`config.mk`:
```
export PLATFORM = sky130hd
export DESIGN_NAME = uart_tx_engine_flat
export DESIGN_NICKNAME = d
export VERILOG_FILES = /design/src/rtl/uart_tx_if.sv /design/src/rtl/uart_tx_engine.sv /design/src/flat_wrapper.sv
export SDC_FILE = /design/constraint.sdc
export NUM_CORES = 1
export LEC_CHECK = 0
export BUFFER_PORTS_ARGS = -buffer_cell sky130_fd_sc_hd__buf_2
export CAP_MARGIN = 20
export CORE_MARGIN = 5
export CORE_UTILIZATION = 25
export DETAILED_ROUTE_END_ITERATION = 8
export GPL_TIMING_DRIVEN = 0
export HOLD_SLACK_MARGIN = 0.08
export SLEW_MARGIN = 10
export SYNTH_ARGS = -nofsm -noshare
export SYNTH_HDL_FRONTEND = slang
export SYNTH_SLANG_ARGS = --single-unit
```
`constraint.sdc`:
```
create_clock -name clk -period 2.35 [get_ports clk]
set_input_delay 0.1175 -clock clk [delete_from_list [all_inputs] [get_ports clk]]
set_output_delay 0.1175 -clock clk [all_outputs]
set_load 0.02 [all_outputs]
```
`src/rtl/uart_tx_if.sv`:
```
// Byte handshake between a producer and the UART transmitter.
// Ports: tx_data/tx_valid from producer, tx_ready back from transmitter.
interface uart_tx_if;
  logic [7:0] tx_data;
  logic       tx_valid;
  logic       tx_ready;

  modport master (
    output tx_data,
    output tx_valid,
    input  tx_ready
  );

  modport slave (
    input  tx_data,
    input  tx_valid,
    output tx_ready
  );
endinterface

```
`src/rtl/uart_tx_engine.sv`:
```
// 8N1 LSB-first UART transmitter with a one-entry holding buffer.
// Ports: clk, resetn (async low), bus (slave handshake), tx line, busy.
module uart_tx_engine #(
  parameter int CLKS_PER_BIT = 104
) (
  input  logic     clk,
  input  logic     resetn,
  uart_tx_if.slave bus,
  output logic     tx,
  output logic     busy
);
  localparam int CNT_W = $clog2(CLKS_PER_BIT);
  localparam logic [CNT_W-1:0] LAST = CNT_W'(CLKS_PER_BIT - 1);

  typedef enum logic [1:0] {
    IDLE,
    START,
    DATA,
    STOP
  } state_t;

  state_t     state, state_n;
  logic [CNT_W-1:0] cnt, cnt_n;
  logic [2:0] idx, idx_n;
  logic [7:0] shift, shift_n;
  logic [7:0] hold, hold_n;
  logic       hold_full, hold_full_n;
  logic       ready, tx_n;
  logic       last, accept, drain;

  assign last   = (cnt == LAST);
  assign accept = bus.tx_valid && !hold_full;
  // STOP-with-last drain is what makes frames back-to-back
  assign drain  = hold_full &&
                  (state == IDLE || (state == STOP && last));

  always_comb begin
    state_n     = state;
    cnt_n       = cnt;
    idx_n       = idx;
    shift_n     = shift;
    hold_n      = hold;
    hold_full_n = hold_full;
    unique case (state)
      IDLE: begin
        cnt_n = '0;
      end
      START: begin
        if (last) begin
          state_n = DATA;
          cnt_n   = '0;
          idx_n   = '0;
        end else begin
          cnt_n = cnt + 1'b1;
        end
      end
      DATA: begin
        if (last) begin
          cnt_n   = '0;
          shift_n = {1'b0, shift[7:1]};
          if (idx == 3'd7) begin
            state_n = STOP;
          end else begin
            idx_n = idx + 1'b1;
          end
        end else begin
          cnt_n = cnt + 1'b1;
        end
      end
      STOP: begin
        if (last) begin
          state_n = IDLE;
          cnt_n   = '0;
        end else begin
          cnt_n = cnt + 1'b1;
        end
      end
      default: state_n = IDLE;
    endcase
    if (drain) begin
      state_n     = START;
      cnt_n       = '0;
      shift_n     = hold;
      hold_full_n = 1'b0;
    end
    if (accept) begin
      hold_n      = bus.tx_data;
      hold_full_n = 1'b1;
    end
    // line level follows the state being entered, so tx is a clean flop
    unique case (state_n)
      START:   tx_n = 1'b0;
      DATA:    tx_n = shift_n[0];
      default: tx_n = 1'b1;
    endcase
  end

  always_ff @(posedge clk or negedge resetn) begin
    if (!resetn) begin
      state     <= IDLE;
      cnt       <= '0;
      idx       <= '0;
      shift     <= '0;
      hold      <= '0;
      hold_full <= 1'b0;
      ready     <= 1'b1;
      tx        <= 1'b1;
    end else begin
      state     <= state_n;
      cnt       <= cnt_n;
      idx       <= idx_n;
      shift     <= shift_n;
      hold      <= hold_n;
      hold_full <= hold_full_n;
      ready     <= !hold_full_n;
      tx        <= tx_n;
    end
  end

  assign bus.tx_ready = ready;
  assign busy = (state != IDLE) || hold_full;
endmodule

```
`src/flat_wrapper.sv`:
```
// flat-port wrapper written by rule: the top's interface ports become plain ports
module uart_tx_engine_flat 
#(
  parameter int CLKS_PER_BIT = 104
)
  (clk, resetn, tx, busy, bus_tx_data, bus_tx_valid, bus_tx_ready);
  uart_tx_if bus_i ();
  input  logic clk;
  input  logic resetn;
  output logic tx;
  output logic busy;
  input wire logic [$bits(bus_i.tx_data)-1:0] bus_tx_data;
  input wire logic [$bits(bus_i.tx_valid)-1:0] bus_tx_valid;
  output wire logic [$bits(bus_i.tx_ready)-1:0] bus_tx_ready;
  assign bus_i.tx_data = bus_tx_data;
  assign bus_i.tx_valid = bus_tx_valid;
  assign bus_tx_ready = bus_i.tx_ready;
  uart_tx_engine #(.CLKS_PER_BIT(CLKS_PER_BIT)) u_core (.clk(clk), .resetn(resetn), .bus(bus_i), .tx(tx), .busy(busy));
endmodule
```
==> flow_metrics.tcl <==
set metrics [dict create \
    io_pins 14 \
    worstSetupEndpointType "output port" \
    crit_type "reg2out" \
    cts_sinks 31 \
    pre_cts_slack_ns 0.625 \
    cap_violations 0 \
    syn-cell-area_sq_mm 0.00149 \
    core-area_sq_mm 0.00585 \
    grt_max_degree 32 \
    fin_crit_sh_pct 75.2 \
    grt_use_total_pct 8.72 \
    hold_ws_ns 0.173 \
    synth_cells 143 \
    maxSlewHeadroom_pct 53.7 \
    worst_pin_slew_ns 0.695 \
    intPower_mw 1.24 \
    cp_max_fo 10 \
    syn_area_per_cell_sq_um 10.4 \
    reg2reg_depth 7 \
    crit_arrival_ns 1.65 \
    dieWidth_microns 87.3 \
    power_frac_seq_pct 48.5 \
    clockRootBuffer "clkbuf_8" \
    clockBufferDepth 2 \
    drt_wl_total_microns 2830 \
    ant_nets 0 \
    syn-num-nets 157 \
    power_density_mw_per_mm2 973 \
    initial_core_util_pct 25.5 \
    drive_gt1_share_pct 23.7 \
    multi_input_area_sq_um 644 \
    ys_types 37 \
    clk_latency_ns 0.28 \
    synth_edf_count 0 \
    clkTransAtPathRegs_ns 0.06 \
    grt-ovfl-total 0 \
    dieHeight_microns 87.3 \
    peakVddDrop_v 0.000452 \
    maxSlewViolCount 0 \
    ys_seq_elements 31 \
    gp_congestion 0.676 \
    rows 28 \
    start_kind "register" \
    cts_resized 0 \
    hold_depth 3 \
    cts_setup_buffers 0 \
    fill_cells 592 \
    yosysMostFrequentCell "dfrtp_1" \
    finClkSkew_ns 0.00632 \
    detailed_place_hpwl_microns 1950 \
    dr.pass1.iters 4 \
    cts_tree "built" \
    drcViolationCount 0 \
    antenna_cells 0 \
    p_comb_share_pct 26.1 \
    postSynth.asyncResetShare_pct 100 \
    hold_class "in2reg" \
    fmax_mhz 566 \
    power_leakage_nw 0.825 \
    yosys-top-cells-area "dfrtp_1 (49%), nand2_1 (5.5%), mux2_2 (5.3%)" \
    antenna_found_initial 0 \
    yosysTopAreaCell "dfrtp_1" \
    finalCriticalPeriod_ns 1.77 \
    drt-vias-per-instance 4.38 \
    drt_iter0_markers 64 \
    first_global_vias 1138 \
    grt_pass1_wl_microns 5150 \
    setup_viol 0 \
    power_mw 1.79 \
    seqCellArea_sq_um 778 \
    status "complete, no violations" \
    synth_top_area_share_pct 48.6 \
    rsz0062_at_grt "false" \
    yosysSeqAreaShare_pct 52.1 \
    ys.warnings.count 0 \
    synthFlopType "dfrtp_1" \
    fin_setup_tns_ns 0 \
    p_switching_uw 548 \
    vias 1085 \
    fp.dieArea_sq_mm 0.00762 \
    synth_commonest_cells "dfrtp_1 (29), nand2_1 (22), nor2_1 (12)" \
    numPortBuffers 13 \
    postLayoutSetupSlackWorst_ns 0.584 \
    worstPathRequired_ns 2.23 \
    cts_made_buffers 5 \
    nets 186 \
    htreeDepth 2 \
    switching_share_pct 30.6 \
    wire_per_inst_microns 11.4 \
    hold_viol_final 0 \
    p_clk_share_pct 25.4 \
    area_growth_pct 23.4 \
]
[path summary, 6_finish.rpt]
path                                            end  slack, ns            start
worst min-delay path            u_core.bus.tx_ready       0.17     bus_tx_valid
max in group asynchronous            u_core.hold[2]       1.46           resetn
worst max-delay path                           busy       0.58  u_core.state[0]
min in group asynchronous             u_core.cnt[2]       0.43           resetn
worst max register to register     u_core.hold_full       0.65    u_core.cnt[0]
worst min register to register        u_core.cnt[0]       0.45    u_core.cnt[0]
[final cells by class]
type	instances	area share, %
Buffer	7	2.38
Clock buffer	8	5.43
Inverter	7	1.43
Multi-Input combinational cell	98	35.0
Sequential cell	31	42.3
Tap cell	75	5.10
Timing Repair Buffer	22	8.42
[flip-flops by register name, summed over array words and instances, names as in the netlist]
name                 flops
u_core.bus.tx_ready      1
u_core.cnt               7
u_core.hold              8
u_core.hold_full         1
u_core.idx               3
u_core.shift             8
u_core.state             2
u_core.tx                1
[layout by cell type, fill, tap and decap left out, types with 2 or more instances in the layout]
| cell | count |
|---|---|
| xor2_1 | 2 |
| xnor2_1 | 3 |
| nand3_1 | 6 |
| buf_6 | 2 |
| dlygate4sd3_1 | 9 |
| buf_2 | 15 |
| a22oi_1 | 7 |
| ha_1 | 3 |
| nand2_1 | 22 |
| nand2b_1 | 2 |
| nor2_1 | 12 |
| clkbuf_8 | 7 |
| dfstp_2 | 2 |
| clkbuf_1 | 4 |
| inv_1 | 6 |
| nor3b_2 | 2 |
| and3_1 | 2 |
| o21ai_0 | 11 |
| nand4_1 | 2 |
| dfrtp_1 | 29 |
| mux2_2 | 7 |
[cell families (layout without fill, tap and decap cells)]
kind of cell	after synthesis	count (layout)	synth area share [%]
AND/OR/NAND/NOR	54	54	18.4
AO/OA/AOI/OAI	29	29	14.0
flip-flops	31	31	52.1
multiplexers	7	7	5.28
adder cells (fa/ha/maj)	3	3	2.51
buffers and inverters	14	44	4.69
XOR/XNOR	5	5	2.93
[layer usage]
layer	routed length (microns)	GRT usage (%)	vias up
met5	0	0	-
met4	31	3.35	0
met3	103	2.93	5
met2	1370	14.4	15
met1	1330	10.4	507
li1	-	-	558
[power groups by stage]
stage	clock network, mW	logic (mW)	registers, mW
after floorplan	0	0.374	0.852
after global placement	0	0.448	0.874
after detailed placement	0	0.468	0.879
after CTS	0.471	0.479	0.872
after global routing	0.505	0.545	0.899
final	0.455	0.467	0.869
[per-stage QoR]
stage / std cells / util [%] / instance area (sq um)
after floorplan: 143 / - / 1490
after global placement: 231 / 28.2 / 1650
after detailed placement: 231 / 28.2 / 1650
after CTS: 248 / 31.5 / 1840
after global routing: 248 / 31.5 / 1840
final: 248 / 31.5 / 1840
[what timing repair did]
action,4_1_cts,5_1_grt
setup endpoints to repair,0,0
hold buffers,9,0
hold endpoints to repair,37,0
[worst max-delay path: stages (launching register included)]
cell and delay, ns:
dfrtp_1 0.45, clkbuf_1 0.24, nor2_1 0.39, nand2_1 0.12
buf_2 0.18
No activity file was read; power rests on OpenSTA's default activity.
